--- src/rtl/cache_arbiter.sv ---
// cache_arbiter: shares one cache controller port between an instruction-fetch
// requester (port 0) and a data load/store requester (port 1).
// Each transaction is one word with a req/ack handshake.
//
// Optional feature macro: ARB_RR_EN
//   - Defined: round-robin arbitration.
//   - Undefined (default): fixed priority, with port 0 always winning.
module cache_arbiter #(
    parameter int AW = 30,
    parameter int DW = 32
) (
    input  logic          clk,
    input  logic          rst,
    input  logic          m0_req,
    input  logic          m0_wr,
    input  logic [AW-1:0] m0_addr,
    input  logic [DW-1:0] m0_wdata,
    output logic          m0_ack,
    output logic [DW-1:0] m0_rdata,
    input  logic          m1_req,
    input  logic          m1_wr,
    input  logic [AW-1:0] m1_addr,
    input  logic [DW-1:0] m1_wdata,
    output logic          m1_ack,
    output logic [DW-1:0] m1_rdata,
    output logic [AW-1:0] c_addr,
    output logic [DW-1:0] c_wdata,
    output logic          c_rd,
    output logic          c_wr,
    input  logic          c_done,
    input  logic [DW-1:0] c_rdata,
    output logic          owner
);

    typedef enum logic [1:0] {IDLE, BUSY, RESP} state_t;

    state_t        state;
    logic          any_req;
    logic          grant;
    logic          sel_wr;
    logic [AW-1:0] sel_addr;
    logic [DW-1:0] sel_wdata;

    // Pick the winning port from the reqs seen this cycle and mux its fields
    always_comb begin
        any_req = m0_req | m1_req;
`ifdef ARB_RR_EN
        if (m0_req && m1_req) begin
            grant = ~owner;
        end else begin
            grant = ~m0_req;
        end
`else
        grant = ~m0_req;
`endif
        sel_wr    = grant ? m1_wr    : m0_wr;
        sel_addr  = grant ? m1_addr  : m0_addr;
        sel_wdata = grant ? m1_wdata : m0_wdata;
    end

    // Arbiter FSM: every output is registered, and acks/rdata are single-cycle pulses
    always_ff @(posedge clk or posedge rst) begin
        if (rst) begin
            state    <= IDLE;
            owner    <= 1'b1;
            c_addr   <= '0;
            c_wdata  <= '0;
            c_rd     <= 1'b0;
            c_wr     <= 1'b0;
            m0_ack   <= 1'b0;
            m1_ack   <= 1'b0;
            m0_rdata <= '0;
            m1_rdata <= '0;
        end else begin
            m0_ack   <= 1'b0;
            m1_ack   <= 1'b0;
            m0_rdata <= '0;
            m1_rdata <= '0;
            case (state)
                IDLE: begin
                    if (any_req) begin
                        owner   <= grant;
                        c_addr  <= sel_addr;
                        c_wdata <= sel_wdata;
                        c_wr    <= sel_wr;
                        c_rd    <= ~sel_wr;
                        state   <= BUSY;
                    end
                end
                BUSY: begin
                    if (c_done) begin
                        c_rd  <= 1'b0;
                        c_wr  <= 1'b0;
                        state <= RESP;
                        if (owner) begin
                            m1_ack   <= 1'b1;
                            m1_rdata <= c_wr ? '0 : c_rdata;
                        end else begin
                            m0_ack   <= 1'b1;
                            m0_rdata <= c_wr ? '0 : c_rdata;
                        end
                    end
                end
                RESP: begin
                    state <= IDLE;
                end
                default: begin
                    state <= IDLE;
                end
            endcase
        end
    end

endmodule
--- config.mk ---
export PLATFORM = sky130hd
export DESIGN_NAME = cache_arbiter
export DESIGN_NICKNAME = d
export VERILOG_FILES = /design/src/rtl/cache_arbiter.sv
export SDC_FILE = /design/constraint.sdc
export NUM_CORES = 1
export LEC_CHECK = 0
export CORE_MARGIN = 3
export CORE_UTILIZATION = 30
export CTS_BUF_LIST = sky130_fd_sc_hd__clkbuf_2 sky130_fd_sc_hd__clkbuf_4 sky130_fd_sc_hd__clkbuf_8
export DETAILED_ROUTE_END_ITERATION = 16
export PLACE_DENSITY = 0.64
export SYNTH_ARGS = -nofsm -noshare
export SYNTH_HDL_FRONTEND = slang
export SYNTH_SLANG_ARGS = --single-unit
--- constraint.sdc ---
create_clock -name clk -period 6.3 [get_ports clk]
set_input_delay 1.575 -clock clk [delete_from_list [all_inputs] [get_ports clk]]
set_output_delay 1.575 -clock clk [all_outputs]
set_load 0.03 [all_outputs]
==> results of run 1 <==
==> flip-flops by register name, indices dropped and copies added, names as in the netlist <==
register,count
m0_rdata,32
c_wr,1
owner,1
c_wdata,32
c_rd,1
c_addr,30
m1_ack,1
m1_rdata,32
state,2
m0_ack,1
==> cell usage after synthesis <==
cell	instances
clkbuf_1	3
nand3b_1	1
dfstp_2	1
nand2_1	2
mux2i_1	2
dfrtp_1	132
buf_6	6
and2_1	1
a21oi_1	2
buf_4	1
mux2_2	9
buf_12	5
inv_1	4
nor2_1	64
mux2_4	116
or2_2	1
buf_2	7
buf_8	2
o21a_2	1
nand2b_1	33
nor2_2	1
nor3b_1	1
==> routing by layer <==
metal / vias up / track usage [%]
li1: 1892 / -
met2: 148 / 27.3
met4: 0 / 6.71
met5: - / 0
met1: 2042 / 18.0
met3: 22 / 4.50
==> power breakdown <==
part,switching (mW),internal (mW)
Clock,0.335,0.337
Combinational,1.01,0.999
Sequential,0.147,1.12
Total,1.49,2.46
==> kinds of logic after synthesis <==
logic type / count (synthesis) / synth area share, %
flops: 133 / 55.8
mux: 127 / 31.2
simple gates: 104 / 8.18
buf+inv: 28 / 4.47
compound gates: 3 / 0.315
==> final cells by class <==
| cell class | count | area share (%) |
|---|---|---|
| tap | 260 | 3.46 |
| multi-input combinational | 234 | 25.3 |
| sequential | 133 | 35.4 |
| inverter | 4 | 0.213 |
| clock buffer | 21 | 2.88 |
| clock inverter | 11 | 1.09 |
| antenna | 1 | 0.0266 |
| timing repair buffer | 298 | 31.6 |
==> through the flow <==
step | worst slack (ps) | std cells | utilization, % | cell area (µm²) | total power [mW]
after floorplan | 1170 | 395 | - | 5970 | 2.55
after global placement | 2550 | 929 | 47.1 | 9020 | 3.28
after detailed placement | 2500 | 929 | 47.1 | 9020 | 3.31
after CTS | 2990 | 961 | 49.1 | 9390 | 4.00
after global routing | 2900 | 961 | 49.1 | 9390 | 4.15
final | 3000 | 962 | 49.1 | 9390 | 3.95
==> worst max-delay path by stage <==
stage	end	slack (ps)
6_report	c_rd	3000
3_5_place_dp	c_rd	2500
2_1_floorplan	c_addr[0]	1170
3_3_place_gp	c_addr[15]	2550
5_1_grt	c_addr[15]	2900
4_1_cts	c_rd	2990
==> flow_summary.json, run 1 <==
{
  "outcome": "completed",
  "path_cells": "clkdlybuf4s50_1, o21a_4, buf_4, mux2_4",
  "area.sequential_um2": 3330,
  "slew_headroom_pct": 15.5,
  "die_y_um": 147,
  "ant_nets": 0,
  "tightest_slew_ps": 1260,
  "worst_setup_path_end_kind": "flop",
  "clock_latency_ps": 430,
  "vias": 4104,
  "slew_viol_final": 0,
  "hold_path_depth": 1,
  "syn_to_final_growth_pct": 57.5,
  "synthCells": 395,
  "hp-start": "c_addr[23]",
  "final_cell_mix": "clkdlybuf4s50_1 (292), dfrtp_1 (132), mux2_4 (116)",
  "drc": 0,
  "fmax_ghz": 0.303,
  "routed_wl_um": 16800,
  "cap_violations": 0,
  "hold_violations": 0,
  "layout_commonest_cell": "clkdlybuf4s50_1",
  "hp-class": "reg2reg",
  "multiInputGateArea_um2": 2380,
  "reg2reg_slack_ps": 4030,
  "cp-startpoint": "m1_req",
  "cts_inserted_buffers": 17,
  "start_util_pct": 31.2,
  "first_iter_violations": 163,
  "powerDensity_nw_per_um2": 420,
  "clk_pin_slew_worst_paths_ps": 70,
  "grt_usage_pct": 15.7,
  "die_x_um": 147,
  "htree_levels": 4,
  "max_stage_delay_ps": 790,
  "r2r_end": "c_rd",
  "post_cts_buffers": 0,
  "io_buffers": 293,
  "finClkSkew_ps": 8.46,
  "nFillCells": 1717,
  "crit_type": "in2reg",
  "grt_max_degree": 96,
  "place.detailed.hpwl_um": 12500,
  "fp.coreArea_um2": 19100,
  "clock-root-buffer": "clkbuf_8",
  "pin_count": 294,
  "yosysUniqueCellTypes": 22,
  "crit_slowest_cell": "o21a_4",
  "first_global_vias": 4604,
  "crit_path_max_fanout": 53,
  "synth_top_area_share_pct": 55.4,
  "synth_seq_cells": 133,
  "post-route-period-util_pct": 52.3,
  "wl_met1_um": 6680,
  "cts_tree": "yes",
  "via_per_inst": 4.27,
  "start_kind": "input port",
  "antenna_found_initial": 0,
  "setup_tns_ps": 0,
  "dieArea_um2": 21600,
  "final_nets": 851,
  "synthTopCellsByArea": "dfrtp_1 (55%), mux2_4 (29%), nor2_1 (4.0%), nand2b_1 (3.5%), mux2_2 (1.7%)",
  "grt_first_pass_wirelength_um": 26200,
  "std_cell_rows": 50,
  "cp.arrival_ps": 3610,
  "period_needed_ps": 3300,
  "ys_warn_count": 0,
  "hold_ws_ps": 509,
  "required_ps": 6620,
  "gp_congestion": 0.756,
  "yosysSeqAreaShare_pct": 55.8,
  "post_synth.cell_area_avg_um2": 15.1,
  "wl_per_cell_um": 17.5,
  "p_leak_nw": 4.22,
  "met2WireLength_um": 8820,
  "cp_num_buf_inv": 2,
  "overflow": 0,
  "clockBufferDepth": 2,
  "setup_violations": 0,
  "rr_worst_depth": 4,
  "cp.depth": 4,
  "drive_above_1_share_pct": 24.0,
  "ctsResizeCount": 0,
  "vdd_drop_max_mv": 0.361,
  "met3WireLength_um": 926,
  "synth_nets": 558,
  "cts_hold_buf": 0,
  "cts.sinks": 133,
  "timing.rr.start": "state[1]",
  "syn-cell-area_um2": 5970,
  "cp_top_family": "buffers and inverters",
  "rsz0062_at_grt": "no",
  "hold_end": "c_addr[23]",
  "dr.pass1.iters": 4,
  "top_layer": "met4",
  "netlist.top_cell.by_area": "dfrtp_1"
}
Note: power is estimated with default switching activity, not from simulation.
==> run 2: changes to the inputs <==
Settings changed: PLACE_DENSITY 0.64 to 0.66.
Clock period 6.3 ns to 2.8 ns, I/O delays scaled along.
==> run 2 against run 1 <==
Effect of this change:
- non-clock buffer count grew 7
- register-to-register slack lost 3000 ps
- wire length is 0.42% higher
- first-iteration DRC count decreased by 32%
- sequential share of layout area decreased by 0.40 points
- final area increased by 1.1%
- critical endpoint is now owner
- highest routed layer unchanged
- critical path type is now reg2out
- via count decreased by 0.90%
==> flow_summary.json, run 2 (synthesis results as in run 1) <==
{
  "syn_to_final_growth_pct": 59.2,
  "first_global_vias": 4585,
  "hp-class": "reg2reg",
  "post-route-period-util_pct": 84.6,
  "hold_path_depth": 1,
  "tightest_slew_ps": 703,
  "cts.sinks": 133,
  "cts_inserted_buffers": 17,
  "timing.rr.start": "state[1]",
  "layout_commonest_cell": "clkdlybuf4s50_1",
  "cap_violations": 0,
  "fp.coreArea_um2": 19100,
  "powerDensity_nw_per_um2": 944,
  "final_util_pct": 49.6,
  "vdd_drop_max_mv": 0.434,
  "clock_latency_ps": 420,
  "place.detailed.hpwl_um": 12600,
  "drc": 0,
  "grt_use_met3_pct": 4.94,
  "cp.arrival_ps": 1670,
  "die_x_um": 147,
  "start_kind": "flop",
  "io_buffers": 293,
  "hold_end": "c_addr[6]",
  "clock-root-buffer": "clkbuf_8",
  "antenna_found_initial": 0,
  "slew_viol_final": 0,
  "setup_tns_ps": 0,
  "required_ps": 2100,
  "final_nets": 858,
  "crit_type": "reg2out",
  "gp_congestion": 0.747,
  "worst_setup_path_end_kind": "primary output",
  "hold_violations": 0,
  "r2r_end": "c_wdata[13]",
  "rsz0062_at_grt": "no",
  "std_cell_rows": 50,
  "post-place-ws_ps": 445,
  "grt_max_degree": 134,
  "routed_wl_um": 16900,
  "grt_first_pass_wirelength_um": 25700,
  "final.setup.worst_slack_ps": 432,
  "crit_slowest_cell": "clkdlybuf4s50_1",
  "ant_nets": 0,
  "period_needed_ps": 2370,
  "met1_usage_pct": 17.3,
  "dr.pass1.iters": 4,
  "finClkSkew_ps": 14.4,
  "reg2reg_slack_ps": 1070,
  "drive_above_1_share_pct": 24.6,
  "ctsResizeCount": 0,
  "max_stage_delay_ps": 680,
  "fmax_ghz": 0.422,
  "cp_top_family": "buffers and inverters",
  "wl_per_cell_um": 17.4,
  "cts_hold_buf": 0,
  "reg_top3": "c_wdata x32, m0_rdata x32, m1_rdata x32",
  "overflow": 0,
  "pin_count": 294,
  "gr-usage-met2_pct": 27.6,
  "final_cell_mix": "clkdlybuf4s50_1 (292), dfrtp_1 (132), mux2_4 (116)",
  "p_leak_nw": 4.27,
  "start_util_pct": 31.2,
  "hp-start": "c_addr[6]",
  "cp_num_buf_inv": 1,
  "outcome": "completed",
  "post_cts_buffers": 0,
  "clk_pin_slew_worst_paths_ps": 70,
  "dieArea_um2": 21600,
  "clockBufferDepth": 2,
  "first_iter_violations": 111,
  "crit_path_max_fanout": 4,
  "htree_levels": 4,
  "die_y_um": 147,
  "vias": 4067,
  "cts_tree": "yes",
  "rr_worst_depth": 4,
  "top_usage_layer": "met2",
  "slew_headroom_pct": 53.1,
  "setup_violations": 0,
  "grt_usage_pct": 15.3,
  "path_cells": "clkdlybuf4s50_1",
  "via_per_inst": 4.20,
  "hold_ws_ps": 512
}
run 2: final cells by class:
cell class                      instances  area, µm²
Fill cell                            1691       9640
Sequential cell                       133       3330
Timing Repair Buffer                  305       3080
Multi-Input combinational cell        234       2380
Tap cell                              260        325
Clock buffer                           20        263
Clock inverter                         11        103
Inverter                                4       18.8
Antenna cell                            1       2.50
run 2: power breakdown:
group / switching [mW] / internal [mW]
Combinational: 2.28 / 2.33
Clock: 0.747 / 0.743
Sequential: 0.342 / 2.52
Total: 3.37 / 5.59
run 2: stage by stage:
stage | total power, mW | cells | instance area (µm²)
6_report | 8.97 | 968 | 9500
4_1_cts | 9.12 | 967 | 9500
5_1_grt | 9.42 | 967 | 9500
2_1_floorplan | 5.74 | 395 | 5970
3_3_place_gp | 7.47 | 936 | 9130
3_5_place_dp | 7.56 | 936 | 9130
run 2: metal layers:
metal  routed length [µm]  up-vias
met5                    0        -
met4                  187        0
met3                  970       10
met2                 9060      134
met1                 6650     2013
li1                     -     1910
run 2: how the worst max path moves through the flow:
stage	slack, ps	endpoint	from	cells after the start
floorplan	450	c_addr[0]	rst	1
global placement	460	c_wdata[29]	m1_req	4
detailed placement	450	c_addr[3]	m1_req	4
CTS	370	owner	owner	1
global route	340	owner	owner	1
finish	430	owner	owner	1
==> run 3: changes to the inputs <==
Settings changed: PLACE_DENSITY 0.66 to 0.64.
Clock period 2.8 ns to 2.4 ns, I/O delays scaled along.
==> run 3 against run 2 <==
Effect of this change:
- via count rose by 0.91%
- non-clock buffer count is 5 higher
- count of clock-buffer cells in the layout down 1
- register-to-register slack lost 380 ps
- sequential share of layout area fell by 0.35 points
- clock skew decreased by 3.5 ps
- worst hold slack worse by 4.5 ps
- sequential cell count stayed put
==> flow_summary.json, run 3 (synthesis results as in run 1) <==
{
  "dieArea_um2": 21600,
  "cp_num_buf_inv": 1,
  "timing.rr.start": "state[1]",
  "ctsResizeCount": 0,
  "fp.coreArea_um2": 19100,
  "crit_type": "reg2out",
  "crit_path_max_fanout": 4,
  "via_per_inst": 4.22,
  "drc": 0,
  "outcome": "completed",
  "reg_top3": "c_wdata x32, m0_rdata x32, m1_rdata x32",
  "diodes": 0,
  "hold_violations": 0,
  "dr.pass1.iters": 4,
  "vdd_drop_max_mv": 0.520,
  "p_leak_nw": 4.31,
  "clockBufferDepth": 2,
  "grt_usage_pct": 15.9,
  "clk_pin_slew_worst_paths_ps": 80,
  "worst_setup_path_end_kind": "primary output",
  "post-route-period-util_pct": 95.3,
  "vias": 4104,
  "period_needed_ps": 2290,
  "dpl_cell_area_um2": 9210,
  "routed_wl_um": 16900,
  "fmax_ghz": 0.437,
  "antenna_found_initial": 0,
  "cp_top_family": "buffers and inverters",
  "cts_inserted_buffers": 17,
  "gp_congestion": 0.768,
  "post_cts_buffers": 0,
  "setup_violations": 0,
  "cts_hold_buf": 0,
  "post-place-ws_ps": 181,
  "overflow": 0,
  "clock_latency_ps": 430,
  "setup_tns_ps": 0,
  "rsz0062_at_grt": "no",
  "hold_path_depth": 1,
  "grt_max_degree": 48,
  "htree_levels": 4,
  "final_area_um2": 9600,
  "crit_slowest_cell": "clkdlybuf4s50_1",
  "required_ps": 1800,
  "final_cell_mix": "clkdlybuf4s50_1 (292), dfrtp_1 (132), mux2_4 (116)",
  "rr_worst_depth": 4,
  "cp-startpoint": "owner",
  "start_util_pct": 31.2,
  "clock-root-buffer": "clkbuf_8",
  "finClkSkew_ps": 10.9,
  "final.setup.worst_slack_ps": 112,
  "cp.depth": 1,
  "hold_ws_ps": 507,
  "syn_to_final_growth_pct": 60.8,
  "dp.cells": 941,
  "place.detailed.hpwl_um": 12900,
  "start_kind": "flop",
  "drive_above_1_share_pct": 25.2,
  "tightest_slew_ps": 573,
  "cts_tree": "yes",
  "cts.sinks": 133,
  "io_buffers": 293,
  "slew_viol_final": 0,
  "powerDensity_nw_per_um2": 1100,
  "finalPower_mw": 10.6,
  "slew_headroom_pct": 61.7,
  "max_stage_delay_ps": 690,
  "final_util_pct": 50.1,
  "pin_count": 294,
  "first_global_vias": 4650,
  "cap_violations": 0,
  "wl_per_cell_um": 17.4,
  "ant_nets": 0,
  "final_cell_count_no_fill": 973,
  "final_nets": 863,
  "path_cells": "clkdlybuf4s50_1",
  "die_x_um": 147,
  "hp-class": "reg2reg",
  "std_cell_rows": 50,
  "grt_first_pass_wirelength_um": 26500,
  "cp.arrival_ps": 1690,
  "die_y_um": 147,
  "layout_commonest_cell": "clkdlybuf4s50_1",
  "first_iter_violations": 124,
  "hp-start": "c_addr[8]"
}
## run 3: area by class of cell
cell class	count	area (µm²)
Fill cell	1681	9550
Sequential cell	133	3330
Timing Repair Buffer	310	3160
Multi-Input combinational cell	234	2380
Tap cell	260	325
Clock buffer	19	255
Clock inverter	13	133
Inverter	4	18.8
## run 3: path summary, 6_finish.rpt
check                      slack (ps)           end
min in group asynchronous         570   m1_rdata[3]
setup reg to reg                  690     c_addr[6]
hold reg to reg                   510     c_addr[8]
setup / recovery                  110         owner
max in group asynchronous        1200  m1_rdata[11]
hold / removal                    510     c_addr[8]
## run 3: routing by layer
| layer | part of all wire, % | global-route usage, % |
|---|---|---|
| met5 | 0 | 0 |
| met2 | 54 | 28.6 |
| met1 | 38 | 17.5 |
| met3 | 5.4 | 4.75 |
| met4 | 2.9 | 6.43 |
## run 3: power breakdown
part	switching [mW]	internal [mW]
Clock	0.869	0.956
Sequential	0.397	2.95
Combinational	2.67	2.73
